`src/rtl/seg14_pkg.sv`:
```
// Character codes, widths and the 14-segment font shared by the scroll display and its font lookup.
// Segment bit order, MSB first: a b c d e f g1 g2 h i j k l m.
package seg14_pkg;

   localparam int CHAR_W = 6;
   localparam int SEG_W  = 14;

   localparam logic [CHAR_W-1:0] CODE_A     = 6'd0;
   localparam logic [CHAR_W-1:0] CODE_Z     = 6'd25;
   localparam logic [CHAR_W-1:0] CODE_0     = 6'd26;
   localparam logic [CHAR_W-1:0] CODE_9     = 6'd35;
   localparam logic [CHAR_W-1:0] CODE_SPACE = 6'd36;

   localparam logic [SEG_W-1:0] FONT_A     = 14'b11101111000000;
   localparam logic [SEG_W-1:0] FONT_E     = 14'b10011110000000;
   localparam logic [SEG_W-1:0] FONT_S     = 14'b10110111000000;
   localparam logic [SEG_W-1:0] FONT_T     = 14'b10000000010010;
   localparam logic [SEG_W-1:0] FONT_SPACE = 14'b00000000000000;

   // Indexed directly by character code; codes above CODE_SPACE are blank.
   localparam logic [SEG_W-1:0] FONT_ROM [37] = '{
      FONT_A,            14'b11110001010010, 14'b10011100000000, 14'b11110000010010,
      FONT_E,            14'b10001110000000, 14'b10111101000000, 14'b01101111000000,
      14'b10010000010010, 14'b01111000000000, 14'b00001110001001, 14'b00011100000000,
      14'b01101100101000, 14'b01101100100001, 14'b11111100000000, 14'b11001111000000,
      14'b11111100000001, 14'b11001111000001, FONT_S,            FONT_T,
      14'b01111100000000, 14'b00001100001100, 14'b01101100000101, 14'b00000000101101,
      14'b00000000101010, 14'b10010000001100,
      14'b11111100001100, 14'b01100000001000, 14'b11011011000000, 14'b11110001000000,
      14'b01100111000000, 14'b10110111000000, 14'b10111111000000, 14'b11100000000000,
      14'b11111111000000, 14'b11110111000000,
      FONT_SPACE
   };

endpackage

```
`src/rtl/seg14_font.sv`:
```
// Combinational character-code to 14-segment pattern lookup; zero latency, no flow control.
module seg14_font
   import seg14_pkg::*;
(
   input  logic [CHAR_W-1:0] code,
   output logic [SEG_W-1:0]  pattern
);

   always_comb begin
      pattern = FONT_SPACE;
      if (code <= CODE_SPACE) begin
         pattern = FONT_ROM[code];
      end
   end

endmodule

```
`src/rtl/seg14_scroll_display.sv`:
```
// Multiplexed 14-segment scanner with double-buffered message and scroll; outputs registered, 1-cycle latency.
// wr_ready is low while a commit waits for the frame boundary; SEG14_DIM_EN adds PWM brightness control.
module seg14_scroll_display
   import seg14_pkg::*;
#(
   parameter int  N_DIGITS    = 12,
   parameter int  MSG_LEN     = 16,
   parameter int  REFRESH_DIV = 1,
   parameter int  SCROLL_DIV  = 64,
   localparam int AW          = (MSG_LEN > 1) ? $clog2(MSG_LEN) : 1
) (
`ifdef USE_POWER_PINS
   inout  wire                vdd,
   inout  wire                vss,
`endif
   input  logic               clk,
   input  logic               rst_n,
   input  logic               wr_en,
   input  logic [AW-1:0]      wr_addr,
   input  logic [CHAR_W-1:0]  wr_char,
   output logic               wr_ready,
   input  logic               msg_commit,
   input  logic               scroll_en,
`ifdef SEG14_DIM_EN
   input  logic [3:0]         brightness,
`endif
   output logic [N_DIGITS-1:0] sel,
   output logic [SEG_W-1:0]   segm,
   output logic               frame_tick
);

   localparam int PW = (REFRESH_DIV > 1) ? $clog2(REFRESH_DIV) : 1;
   localparam int DW = (N_DIGITS > 1) ? $clog2(N_DIGITS) : 1;
   localparam int FW = (SCROLL_DIV > 1) ? $clog2(SCROLL_DIV) : 1;
   localparam logic [PW-1:0] PRE_LAST  = PW'(REFRESH_DIV - 1);
   localparam logic [DW-1:0] DIG_LAST  = DW'(N_DIGITS - 1);
   localparam logic [FW-1:0] FRM_LAST  = FW'(SCROLL_DIV - 1);
   localparam logic [AW-1:0] OFF_LAST  = AW'(MSG_LEN - 1);
   localparam logic [AW:0]   MSG_LEN_W = (AW+1)'(MSG_LEN);

   logic [PW-1:0]     prescaler;
   logic [DW-1:0]     digit;
   logic [AW-1:0]     offset;
   logic [FW-1:0]     frame_cnt;
   logic              commit_pending;
   logic [CHAR_W-1:0] shadow [MSG_LEN];
   logic [CHAR_W-1:0] active [MSG_LEN];

   logic              slot_end;
   logic              frame_end;
   logic [AW:0]       idx_sum;
   logic [AW-1:0]     slot_idx;
   logic [SEG_W-1:0]  glyph;
   logic              dim_off;

   always_comb begin
      slot_end  = (prescaler == PRE_LAST);
      frame_end = slot_end && (digit == DIG_LAST);
      idx_sum   = {1'b0, offset} + (AW+1)'(digit);
      slot_idx  = (idx_sum >= MSG_LEN_W) ? AW'(idx_sum - MSG_LEN_W) : idx_sum[AW-1:0];
   end

   seg14_font u_font (
      .code    (active[slot_idx]),
      .pattern (glyph)
   );

`ifdef SEG14_DIM_EN
   logic [3:0] pwm_cnt;

   always_ff @(posedge clk) begin
      if (!rst_n) begin
         pwm_cnt <= 4'd0;
      end else begin
         pwm_cnt <= pwm_cnt + 4'd1;
      end
   end

   assign dim_off = (pwm_cnt > brightness);
`else
   assign dim_off = 1'b0;
`endif

   always_ff @(posedge clk) begin
      if (!rst_n) begin
         prescaler      <= '0;
         digit          <= '0;
         offset         <= '0;
         frame_cnt      <= '0;
         commit_pending <= 1'b0;
         wr_ready       <= 1'b1;
         sel            <= '0;
         segm           <= '0;
         frame_tick     <= 1'b0;
         for (int i = 0; i < MSG_LEN; i++) begin
            shadow[i] <= CODE_SPACE;
            active[i] <= CODE_SPACE;
         end
      end else begin
         sel        <= N_DIGITS'(1) << digit;
         segm       <= dim_off ? '0 : glyph;
         frame_tick <= frame_end;
         prescaler  <= slot_end ? '0 : prescaler + PW'(1);
         if (slot_end) begin
            digit <= (digit == DIG_LAST) ? '0 : digit + DW'(1);
         end

         if (wr_en && wr_ready && ((AW+1)'(wr_addr) < MSG_LEN_W)) begin
            shadow[wr_addr] <= wr_char;
         end
         if (msg_commit && wr_ready) begin
            commit_pending <= 1'b1;
            wr_ready       <= 1'b0;
         end

         if (frame_end && scroll_en) begin
            if (frame_cnt == FRM_LAST) begin
               frame_cnt <= '0;
               offset    <= (offset == OFF_LAST) ? '0 : offset + AW'(1);
            end else begin
               frame_cnt <= frame_cnt + FW'(1);
            end
         end

         // The copy lands on the frame wrap edge, so the next frame is drawn entirely from the new text.
         if (frame_end && commit_pending) begin
            for (int i = 0; i < MSG_LEN; i++) begin
               active[i] <= shadow[i];
            end
            offset         <= '0;
            frame_cnt      <= '0;
            commit_pending <= 1'b0;
            wr_ready       <= 1'b1;
         end
      end
   end

endmodule

```
`config.mk`:
```
export PLATFORM = sky130hd
export DESIGN_NAME = seg14_scroll_display
export DESIGN_NICKNAME = d
export VERILOG_FILES = /design/src/rtl/seg14_pkg.sv /design/src/rtl/seg14_font.sv /design/src/rtl/seg14_scroll_display.sv
export SDC_FILE = /design/constraint.sdc
export NUM_CORES = 1
export LEC_CHECK = 0
export ABC_AREA = 1
export BUFFER_PORTS_ARGS = -buffer_cell sky130_fd_sc_hd__buf_4
export CAP_MARGIN = 5
export CELL_PAD_IN_SITES_DETAIL_PLACEMENT = 1
export CELL_PAD_IN_SITES_GLOBAL_PLACEMENT = 2
export CORE_MARGIN = 1
export CORE_UTILIZATION = 40
export DETAILED_ROUTE_END_ITERATION = 16
export GPL_TIMING_DRIVEN = 1
export PLACE_DENSITY_LB_ADDON = 0.25
export SETUP_SLACK_MARGIN = 0.2
export SLEW_MARGIN = 10
export SYNTH_ARGS = -nofsm -noshare
export SYNTH_HDL_FRONTEND = slang
export SYNTH_SLANG_ARGS = --single-unit
```
`constraint.sdc`:
```
create_clock -name clk -period 5.7 [get_ports clk]
set_clock_uncertainty 0.05 [all_clocks]
set_input_delay 0.285 -clock clk [delete_from_list [all_inputs] [get_ports clk]]
set_output_delay 0.285 -clock clk [all_outputs]
set_load 0.05 [all_outputs]
```
# [Yosys cells after proc, flatten, opt, wreduce, memory -nomap -nowiden]
# Memories as Yosys holds them, arrays and structs flattened. A register that Yosys moved wholly into a read port is not among the register bits.
# Cells that the tools add are included.
[word_totals] output_inout_bits=28 word_cells=83 mem_count=3 rom_bits=896 mem_bits_rw=192 ff_bits=30
[op_classes] bitwise_logic=19 n_shift=1 muxes=30 order_cmp=2 reduce_logical=11 addsub=6 n_eq_ne=3
[mem_list] name="(no name shown)" depth=64 width=14 read_ports=1 rd_clocked_by_memory_dff=1 write_ports=0 line="seg14_font.sv:12" rtl="pattern = FONT_ROM[code];"
[mem_list] name="active" depth=16 width=6 read_ports=1 rd_clocked_by_memory_dff=0 write_ports=16 line="seg14_scroll_display.sv:47" rtl="logic [CHAR_W-1:0] active [MSG_LEN];"
[mem_list] name="shadow" depth=16 width=6 read_ports=16 rd_clocked_by_memory_dff=0 write_ports=16 line="seg14_scroll_display.sv:46" rtl="logic [CHAR_W-1:0] shadow [MSG_LEN];"
[ops] op="two-way mux 6 bit" count=18
[ops] op="two-way mux 4 bit" count=4
[ops] op="OR 1 bit" count=16
[ops] op="<< shifter 1 x 4 -> 12 bit (first input constant)" count=1
[ops] op="adder 4 x 1 -> 4 bit (second input constant)" count=2
[ops] op="== test 4 bit (second input constant)" count=2
[ops] op="two-way mux 1 bit" count=8
[ops] op="NOT 6 -> 7 bit" count=1
[ops] op="adder 6 x 1 -> 6 bit (second input constant)" count=1
[ops] op="== test 6 bit (second input constant)" count=1
[ops] op="less-or-equal comparator 6 bit (second input constant)" count=1
[ops] op="AND reduction 2 bit" count=3
[ops] op="OR reduction 6 bit" count=1
[ops] op="adder 4 x 4 -> 5 bit" count=1
[ops] op="greater-or-equal comparator 5 bit (second input constant)" count=1
[ops] op="logical AND 1 bit" count=5
[ops] op="subtractor 4 x 1 -> 4 bit (second input constant)" count=1
[ops] op="NOT 1 bit" count=2
[ops] op="OR reduction 2 bit" count=1
[ops] op="adder 1 bit (second input constant)" count=1
[ops] op="zero test 1 bit" count=1

# [Depth between registers and ports, before layout]
# Gate-level depths: netlist (run 1).
[depth] depth_word=7 ltp_mapped=20 mapped_depth_nobuf=18

# [By module]
# From an unflattened synthesis (run 1), not the netlist that was laid out.
[hier_totals] hier_cells=1114 area_unflattened_um2=10608.9
[modules_own_cells] mod="seg14_scroll_display" cells_each=983 n_inst=1 area_per_inst_um2=9865.7
[modules_own_cells] mod="seg14_font" cells_each=131 n_inst=1 area_per_inst_um2=743.2

# [Least setup slack after synthesis (run 1)]
# Ideal clock, no wire load.
[synth_path] kind="register -> register" start="reg digit[1]" end="reg frame_cnt[3]" path_slack_ps=1743 stages_incl_launch_ff=11 setup_time_ps=121 arrival_ps=3785 synth_period_minus_slack_ps=3957 cell_sequence="dfxtp_1 -> ha_1 -> inv_1 -> nor3_1 -> nand2_1 -> inv_1 -> nand2_1 -> nand2_1 -> inv_1 -> nand2_1 -> nor3_1"
[synth_via] elab_chain_cells=4 elab_cells_between_ends=5
[synth_lines] item="from (decl)" line="seg14_scroll_display.sv:42" rtl="logic [DW-1:0] digit;"
[synth_lines] item="from (signal assigned)" line="seg14_scroll_display.sv:105" rtl="digit <= (digit == DIG_LAST) ? '0 : digit + DW'(1);"
[synth_lines] item="== test 4 bit *" line="seg14_scroll_display.sv:58" rtl="frame_end = slot_end && (digit == DIG_LAST);"
[synth_lines] item="logical AND 1 bit *" line="seg14_scroll_display.sv:58"
[synth_lines] item="logical AND 1 bit" line="seg14_scroll_display.sv:126" rtl="if (frame_end && commit_pending) begin"
[synth_lines] item="OR reduction 2 bit (no source line)"
[synth_lines] item="to (signal assigned)" line="seg14_scroll_display.sv:121" rtl="frame_cnt <= frame_cnt + FW'(1);"
[synth_lines] item="to (decl)" line="seg14_scroll_display.sv:44" rtl="logic [FW-1:0] frame_cnt;"
# Mark *: on every way between the ends. The rest lies on a longest branch, timed or not.
# A chain may end at the register's enable or synchronous reset.

# [Worst setup path in the final report (run 1)]
[layout_path] start="reg digit[0]" end="reg segm[9]"
[layout_via] elab_chain_cells=7 elab_cells_between_ends=9
[layout_lines] item="adder 4 x 4 -> 5 bit *" line="seg14_scroll_display.sv:59" rtl="idx_sum = {1'b0, offset} + (AW+1)'(digit);"
[layout_lines] item="subtractor 4 x 1 -> 4 bit / greater-or-equal comparator 5 bit (equally long branches)" line="seg14_scroll_display.sv:60" rtl="slot_idx = (idx_sum >= MSG_LEN_W) ? AW'(idx_sum - MSG_LEN_W) : idx_sum[AW-1:0];"
[layout_lines] item="two-way mux 4 bit *" line="seg14_scroll_display.sv:60"
[layout_lines] item="memory (16 x 6 bit) *"
[layout_lines] item="less-or-equal comparator 6 bit" line="seg14_font.sv:11" rtl="if (code <= CODE_SPACE) begin"
[layout_lines] item="AND reduction 2 bit (no source line)"
[layout_lines] item="zero test 1 bit (no source line)"
[layout_lines] item="to (decl)" line="seg14_scroll_display.sv:28" rtl="output logic [SEG_W-1:0] segm,"
# Marks and branches as above.

==> results.yml, run 1 <==
layout:
  drive_gt1_share_pct: 12.0
  synthToLayoutAreaGrowth_pct: 12.6
  multi_input_area_sq_um: 3290
  layout_common_cells: "nand2_1 (337), edfxtp_1 (192), inv_1 (155), nor2_1 (149), nand3_1 (97)"
  final_common_cell: "nand2_1"
  regArea_sq_um: 6650
  nFillCells: 3039
  final_core_util_pct: 46.2
  antenna_cells: 0
  nets: 1223
synth:
  synth_top_cell_area_share_pct: 53.5
  synth_top_cell_by_area: "edfxtp_1"
  synth.area.top_cells: "edfxtp_1 (53%), nand2_1 (12%), dfxtp_1 (8.2%)"
  synth_edf_count: 192
  yosysUniqueCellTypes: 36
  ys_warn_count: 0
  synthArstFlopShare_pct: 0
  syn-num-nets: 1191
  ys_ff_latch: 236
  synthesis.instances: 1154
  ys.flop_type: "edfxtp_1"
  yosysSeqAreaShare_pct: 61.7
  syn_area_sq_um: 10800
  synth.avg_cell_area_sq_um: 9.34
sta:
  max_freq_ghz: 0.267
  finalHoldViolCount: 0
  drv_slew: 0
  fin_crit_ns: 3.74
  max_slew_margin_pct: 34.0
  fin_tns_setup_ns: 0
  worst_slew_pin_slew_ns: 0.990
  setup_viol_count_final: 0
  rsz0062_at_grt: "false"
  finalCritPeriodShare_pct: 65.6
clock_network:
  clk_pin_slew_ns: 0.06
  htree_levels: 1
  cts_sinks: 236
  cts_resized: 0
  cts_tree: "built"
  clk_path_buf_depth: 3
  postCtsSetupRepairBufs: 0
  cts_root_buf: "clkbuf_16"
  cts_buffers: 26
  hold_buffers: 1
  clock_latency_ns: 0.52
setup_path:
  critPathRequiredTime_ns: 6.10
  critPathLaunchType: "register"
  crit_path_end_kind: "register"
  crit_type: "register to register"
  crit_arrival_ns: 4.14
  critPathMaxFanout: 25
grt:
  grt_pass1_vias: 7775
  track_usage_pct: 19.6
  grt_max_degree: 74
  grt_antenna_before_repair: 0
  gr-total-overflow: 0
  grt_pass1_wl_um: 41800
power:
  power_density_nw_per_um2: 326
  leakagePower_nw: 5.07
  peakVddDrop_uv: 249
outcome:
  violations: "design-rule violations"
  status: "finished with violations"
floorplanning:
  ioPinCount: 43
  core-area_sq_um: 26300
  row_count: 59
  dieWidth_um: 166
  die_h_um: 166
  start_util_pct: 41.0
  die_area_sq_um: 27600
place:
  dp_hpwl_um: 17800
  portBuffers: 42
  gp_congestion: 0.806
routing:
  vias: 7490
  drtIter0Drc: 414
  drt-wirelength-per-cell_um: 17.1
  drcViolationCount: 4
  ant_nets: 0
  avgViaCountPerCell: 4.86
  finalWirelength_um: 26400
  dr.pass1.iters: 10
worst_hold_path:
  hp-class: "input port to register"
flow_run:
  cap_viol_max_count: 0
## synth_stat cells (2+ instances only)
cell type	number
a21oi_1	18
buf_2	12
buf_4	6
buf_6	5
clkbuf_1	20
dfxtp_1	44
edfxtp_1	192
ha_1	21
inv_1	155
inv_2	8
nand2_1	338
nand2_2	6
nand2_4	2
nand3_1	97
nand3_2	4
nor2_1	149
nor2_2	3
nor2_4	2
nor3_1	15
nor4_1	2
o21ai_0	6
o21ai_1	3
or2_2	32
xor2_1	2
## registers in the layout, indices dropped and copies added (netlist names), 4 cells and up
register,cells
sel,12
active,96
offset,4
digit,4
shadow,96
frame_cnt,6
segm,14
## metrics by stage
stage          setup WS (ns)  std cells  hold slack [ns]  instance area (sq um)  power, mW
2_1_floorplan           1.74       1154            0.335                  10800       2.28
3_3_place_gp            1.99       1492            0.414                  11300       2.41
3_5_place_dp            1.98       1492            0.432                  11300       2.41
4_1_cts                 1.94       1541           0.0604                  12100       4.00
5_1_grt                 1.61       1541           0.0826                  12100       4.10
6_report                1.96       1541           0.0740                  12100       3.96
## critical path, cell delays in order (launching register included)
cell,delay (ns)
dfxtp_1,0.41
ha_1,0.25
fa_1,0.44
buf_4,0.24
inv_2,0.36
nand3_1,0.20
nand2_1,0.12
nand2_1,0.07
nand2_1,0.10
nand2_1,0.05
nand2_1,0.30
ha_1,0.27
inv_1,0.07
o21ai_0,0.32
nand2_1,0.12
nand2_1,0.08
nand2_1,0.05
a21oi_1,0.15
## power breakdown
part           total (mW)  internal [mW]  switching (mW)
Clock                1.58          0.915           0.669
Combinational       0.441          0.115           0.326
Sequential           1.93           1.91          0.0203
## routing by layer
metal	share of wire, %	up-vias	global-route usage, %
met4	2.0	0	4.92
met2	49	112	34.7
met1	45	3612	25.2
met3	3.3	39	2.57
met5	0	-	0
li1	-	3727	-
## path summary, 6_finish.rpt
check / depth (start not counted) / end / start / slack (ns)
worst min register to register: 2 / frame_cnt[2]$_SDFFE_PP0P_ / frame_cnt[2]$_SDFFE_PP0P_ / 0.44
worst max-delay path: 17 / segm[9]$_SDFF_PN0_ / digit[0]$_SDFFE_PN0N_ / 1.96
worst max register to register: 17 / segm[9]$_SDFF_PN0_ / digit[0]$_SDFFE_PN0N_ / 1.96
worst min-delay path: 4 / frame_cnt[1]$_SDFFE_PP0P_ / scroll_en / 0.07
## final cells by class
class | count | share of cell area, %
Inverter | 164 | 5.07
Clock inverter | 12 | 0.526
Clock buffer | 36 | 6.18
Sequential cell | 236 | 54.8
Tap cell | 335 | 3.45
Multi-Input combinational cell | 711 | 27.1
Timing Repair Buffer | 47 | 2.93
## kinds of logic (layout without fill, tap and decap cells)
logic type      after synthesis  count (layout)  synth area share [%]
simple gates                653             653                  25.6
buf+inv                     207             259                  7.91
compound gates               32              32                  1.82
flops                       236             236                  61.7
fa+ha+maj                    22              22                  2.62
xor+xnor                      3               3                 0.314
other cells                   1               1                0.0348
Note: power is estimated with default switching activity, not from simulation.
==> run 2, diff against run 1 <==
clock period = 3.7 ns   (was 5.7 ns; I/O delays follow)
==> run 2 against run 1 <==
Compared with the run above: the flow still finishes with violations (design-rule violations); die area did not move; largest power group unchanged; via count rose by 1.0%; total power rose by 54%; highest routed layer unchanged; non-clock buffer count rose by 9; largest cell class unchanged; wire length rose by 1.1%; clock power rose by 54%.
==> results.yml, run 2 (same netlist as run 1, synthesis figures left out) <==
sta:
  fin_tns_setup_ns: 0
  setup_viol_count_final: 0
  max_freq_ghz: 0.306
  finalHoldViolCount: 0
  fin_crit_ns: 3.27
  rsz0062_at_grt: "true"
  finalCritPeriodShare_pct: 88.4
  worst_slew_pin_slew_ns: 0.937
  drv_slew: 0
  max_slew_margin_pct: 37.5
setup_path:
  crit_slowest_cell: "fa_1"
  max_stage_delay_ns: 0.48
  worstReg2RegEnd: "segm[9]$_SDFF_PN0_"
  r2r-start: "digit[0]$_SDFFE_PN0N_"
  crit_chain: "ha_1 -> fa_1 -> inv_4 -> nand3_1 -> nand2_1 -> nand2_1 -> nand2_1 -> nand2_1 -> nand2_1 -> ha_1 -> inv_1 -> o21ai_0 -> nand2_1 -> nand2_1 -> nand2_1 -> a21oi_1"
  crit_start: "digit[0]$_SDFFE_PN0N_"
  r2r_cells: 16
  critPathLaunchType: "register"
  critPathRequiredTime_ns: 4.12
  crit_type: "register to register"
  ff2ff_setup_slack_ns: 0.43
  crit_path_end_kind: "register"
  crit_arrival_ns: 3.69
  crit_buf_inv: 2
  crit_path_frequent_cell: "nand2_1"
  critPathMaxFanout: 24
  cp_top_family: "adder cells"
clock_network:
  htree_levels: 1
  clock_latency_ns: 0.54
  cts_buffers: 25
  cts_tree: "built"
  clk_pin_slew_ns: 0.06
  clk_path_buf_depth: 3
  cts_sinks: 236
  cts_root_buf: "clkbuf_16"
layout:
  layout_common_cells: "nand2_1 (337), edfxtp_1 (192), inv_1 (155), nor2_1 (149), nand3_1 (97)"
  final_common_cell: "nand2_1"
  synthToLayoutAreaGrowth_pct: 13.4
  antenna_cells: 0
  fin_area_sq_um: 12200
  drive_gt1_share_pct: 12.4
  nets: 1231
  top_regs: "active x96, shadow x96, segm x14"
power:
  report.power.total_mw: 6.11
  leakagePower_nw: 5.13
  power_density_nw_per_um2: 500
  peakVddDrop_uv: 309
grt:
  grt_pass1_vias: 7801
  grt_antenna_before_repair: 0
  track_usage_pct: 19.9
  gr-total-overflow: 0
  grt_pass1_wl_um: 42900
  grt_max_degree: 61
place:
  portBuffers: 42
  gp_congestion: 0.813
  place_area_sq_um: 11400
  dp_hpwl_um: 18100
floorplanning:
  die_area_sq_um: 27600
  dieWidth_um: 166
  die_h_um: 166
  row_count: 59
  core-area_sq_um: 26300
  start_util_pct: 41.0
  ioPinCount: 43
routing:
  drt-wirelength-per-cell_um: 17.2
  avgViaCountPerCell: 4.89
  vias: 7566
  drtIter0Drc: 453
  finalWirelength_um: 26600
  ant_nets: 0
  drcViolationCount: 3
  dr.pass1.iters: 14
worst_hold_path:
  hp-start: "rst_n"
  holdPathEnd: "frame_tick$_SDFF_PN0_"
  hold_depth: 4
  hp-class: "input port to register"
flow_run:
  cap_viol_max_count: 0
outcome:
  status: "finished with violations"
  violations: "design-rule violations"
-- run 2: changes by cell type in the layout (fill, tap and decap cells not counted), sizes merged --
cell	change
dlygate4sd3	+1
buf	+8
clkinv	+3
inv	+1
clkinvlp	-4
bufinv	+1
clkbuf	-3
-- run 2: through the flow --
stage / hold slack (ns) / setup slack (ns) / instances / utilization, %
detailed placement: 0.347 / 0.320 / 1500 / 43.4
finish: 0.0975 / 0.431 / 1548 / 46.5
floorplan: 0.235 / 0.799 / 1154 / -
CTS: 0.0867 / 0.285 / 1548 / 46.5
global route: 0.0945 / 0.168 / 1548 / 46.5
global placement: 0.348 / 0.317 / 1500 / 43.4
-- run 2: metal layers --
layer  up-vias  part of all wire, %  routed length [um]  GRT usage, %
li1       3737                    -                   -             -
met1      3681                   47               12500          26.7
met2       104                   48               12800          34.4
met3        44                  2.9                 779          2.55
met4         0                  2.0                 526          4.35
met5         -                    0                   0             0
-- run 2: cell type report --
class                   count  area, sq um
repair buffers             56          463
well taps                 335          419
fillers                  3040        14100
clock buffers              33          688
flip-flops and latches    236         6650
inverters                 164          618
clock inverters            13         97.6
multi-input cells         711         3290
-- run 2: worst reg2reg max path, stage by stage, from the launching register on --
cell and delay [ns]:
dfxtp_1 0.41, ha_1 0.25, fa_1 0.48, inv_4 0.28
nand3_1 0.18, nand2_1 0.13, nand2_1 0.08, nand2_1 0.07
nand2_1 0.04, nand2_1 0.26, ha_1 0.27, inv_1 0.07
o21ai_0 0.27, nand2_1 0.09, nand2_1 0.06, nand2_1 0.04
a21oi_1 0.14
-- run 2: worst max-delay path by stage --
stage / end / cells after the start / slack, ns
after CTS: segm[9]$_SDFF_PN0_ / 16 / 0.28
after global routing: segm[9]$_SDFF_PN0_ / 16 / 0.17
after detailed placement: segm[9]$_SDFF_PN0_ / 16 / 0.32
after floorplan: frame_cnt[5]$_SDFFE_PP0P_ / 10 / 0.80
final: segm[9]$_SDFF_PN0_ / 16 / 0.43
after global placement: segm[9]$_SDFF_PN0_ / 16 / 0.32
-- run 2: power breakdown --
part / switching, mW / total [mW] / internal [mW]
registers: 0.0280 / 2.97 / 2.94
logic: 0.518 / 0.710 / 0.192
clock network: 1.05 / 2.43 / 1.38
-- run 2: repair_timing --
| item | 4_1_cts | 5_1_grt |
|---|---|---|
| hold endpoints to repair | 4 | 0 |
| hold buffers | 2 | 0 |
| gates resized for setup | 0 | 2 |
| setup buffers | 0 | 0 |
| endpoints found under the setup margin | 0 | 9 |
==> run 3, diff against run 2 <==
SYNTH_HIERARCHICAL = 1   (was unset)
==> run 3 against run 2 <==
Compared with the run above: the run now ends clean; global-route usage grew 0.51 points; fmax grew 1.9%; synthesized cell count shrank 3.5%; hold slack lost 0.080 ns; non-clock buffer count grew 8; flip-flop and latch count is the same; area after synthesis shrank 1.6%; wire length shrank 1.1%; total power shrank 0.40%; critical path type unchanged; largest power group unchanged.
==> results.yml, run 3 <==
routing:
  drcViolationCount: 0
  ant_nets: 0
  drtIter0Drc: 364
  dr.pass1.iters: 4
  finalWirelength_um: 26400
  avgViaCountPerCell: 4.86
  drt-wirelength-per-cell_um: 17.4
  vias: 7360
outcome:
  status: "completed"
sta:
  rsz0062_at_grt: "false"
  finalCritPeriodShare_pct: 86.7
  finalHoldViolCount: 0
  fin_tns_setup_ns: 0
  max_freq_ghz: 0.312
  fin_crit_ns: 3.21
  max_slew_margin_pct: 31.3
  setup_viol_count_final: 0
  worst_slew_pin_slew_ns: 1.03
  whs_ns: 0.0175
  drv_slew: 0
synth:
  synth.avg_cell_area_sq_um: 9.52
  synth_top_cell_by_area: "edfxtp_1"
  ys_warn_count: 6
  yosysSeqAreaShare_pct: 62.6
  synth_edf_count: 192
  yosys-top-cells-count: "nor2_1 (235), nand2_1 (234), edfxtp_1 (192), inv_1 (151), o21ai_0 (52)"
  ys.flop_type: "edfxtp_1"
  synth_top_cell_area_share_pct: 54.3
  synthArstFlopShare_pct: 0
  yosysMostFrequentCell: "nor2_1"
  yosysUniqueCellTypes: 42
  synth.area.top_cells: "edfxtp_1 (54%), nor2_1 (8.3%), dfxtp_1 (8.3%)"
  syn-num-nets: 1150
  ys_ff_latch: 236
  syn_area_sq_um: 10600
  synthesis.instances: 1114
place:
  dp_hpwl_um: 17900
  place_area_sq_um: 11300
  portBuffers: 42
  gp_congestion: 0.833
grt:
  use_met2_pct: 35.1
  gr-total-overflow: 0
  top_usage_layer: "met2"
  grt_pass1_vias: 7720
  use_met1_pct: 27.7
  grt_antenna_before_repair: 0
  grtUsageMet3_pct: 2.44
  grt_max_degree: 61
  grt_pass1_wl_um: 42500
  track_usage_pct: 20.4
power:
  report.power.total_mw: 6.08
  power_density_nw_per_um2: 502
  peakVddDrop_uv: 386
  leakagePower_nw: 4.98
floorplanning:
  ioPinCount: 43
  die_h_um: 165
  core-area_sq_um: 26100
  start_util_pct: 40.7
  die_area_sq_um: 27200
  dieWidth_um: 165
  row_count: 59
layout:
  final_common_cell: "nor2_1"
  layout_common_cells: "nor2_1 (235), nand2_1 (232), edfxtp_1 (192), inv_1 (151), buf_4 (60)"
  drive_gt1_share_pct: 11.4
  nets: 1198
  antenna_cells: 0
  fin_area_sq_um: 12100
  synthToLayoutAreaGrowth_pct: 14.3
  top_regs: "active x96, shadow x96, segm x14"
  nFillCells: 2981
clock_network:
  cts_sinks: 236
  htree_levels: 1
  clock_latency_ns: 0.53
  clk_path_buf_depth: 3
  cts_root_buf: "clkbuf_16"
  cts_tree: "built"
  cts_buffers: 26
  clk_pin_slew_ns: 0.06
setup_path:
  critPathRequiredTime_ns: 4.12
  critPathMaxFanout: 18
  critPathLaunchType: "register"
  crit_arrival_ns: 3.63
  crit_path_end_kind: "register"
  crit_type: "register to register"
  ff2ff_setup_slack_ns: 0.49
worst_hold_path:
  hp-class: "input port to register"
flow_run:
  cap_viol_max_count: 0
run 3: changes by cell type after synthesis, moves of 19 or more:
cell / before / now
or2_2: 32 / 13
o21ai_0: 6 / 52
nor2_1: 149 / 235
nand3_1: 97 / 23
or2_1: 1 / 20
nand2_1: 338 / 234
run 3: routing by layer:
metal,up-vias,share of wire (%),wire [um]
li1,3643,-,-
met1,3575,47,12400
met2,105,48,12700
met3,37,3.2,834
met4,0,1.7,437
met5,-,0,0
run 3: power breakdown:
group	switching [mW]	internal, mW
Clock	1.03	1.36
Combinational	0.512	0.209
Sequential	0.0285	2.95
run 3: through the flow:
step	setup slack, ns	util (%)	instances
6_report	0.490	46.5	1515
5_1_grt	0.196	46.5	1515
4_1_cts	0.399	46.4	1514
3_5_place_dp	0.467	43.4	1467
3_3_place_gp	0.489	43.4	1467
2_1_floorplan	0.438	-	1114
run 3: worst paths after layout:
path	start	end	depth (start not counted)
setup / recovery	offset[0]$_SDFFE_PP0P_	segm[6]$_SDFF_PN0_	18
hold / removal	scroll_en	frame_cnt[1]$_SDFFE_PP0P_	4
setup reg to reg	offset[0]$_SDFFE_PP0P_	segm[6]$_SDFF_PN0_	18
hold reg to reg	frame_cnt[2]$_SDFFE_PP0P_	frame_cnt[2]$_SDFFE_PP0P_	2
run 3: cell type report:
class	count	area (sq um)	area share (%)
clock buffer	33	677	5.58
clock inverter	13	96.3	0.795
inverter	156	587	4.84
multi-input combinational	678	3190	26.3
sequential	236	6650	54.8
tap	335	419	3.46
timing repair buffer	64	512	4.22
run 3: what timing repair did:
item	CTS	global route
buffers inserted	0	1
endpoints found under the hold margin	2	0
resized for setup	0	10
hold buffers	1	0
setup endpoints to repair	0	8
run 3: logic make-up (layout without fill, tap and decap cells):
kind of cell | count (synthesis) | after routing | share of synthesized area [%]
compound gates | 103 | 103 | 5.64
xor+xnor | 5 | 5 | 0.413
fa+ha+maj | 21 | 21 | 2.55
buf+inv | 200 | 266 | 7.58
flops | 236 | 236 | 62.6
other cells | 1 | 1 | 0.0353
simple gates | 548 | 548 | 21.1
run 3: critical path, cell delays in order, from the launching register on:
cell and delay [ns]:
dfxtp_1 0.35, ha_1 0.24, fa_2 0.58, inv_1 0.07, buf_6 0.16, nor2_1 0.13, o21ai_0 0.10, nand2_1 0.08
nand2_1 0.05, nand2_1 0.10, nand2_1 0.05, nand2_1 0.10, inv_2 0.13, ha_1 0.29, or2_2 0.29, o211ai_1 0.08
and3_1 0.17, nand2_1 0.05, inv_1 0.06
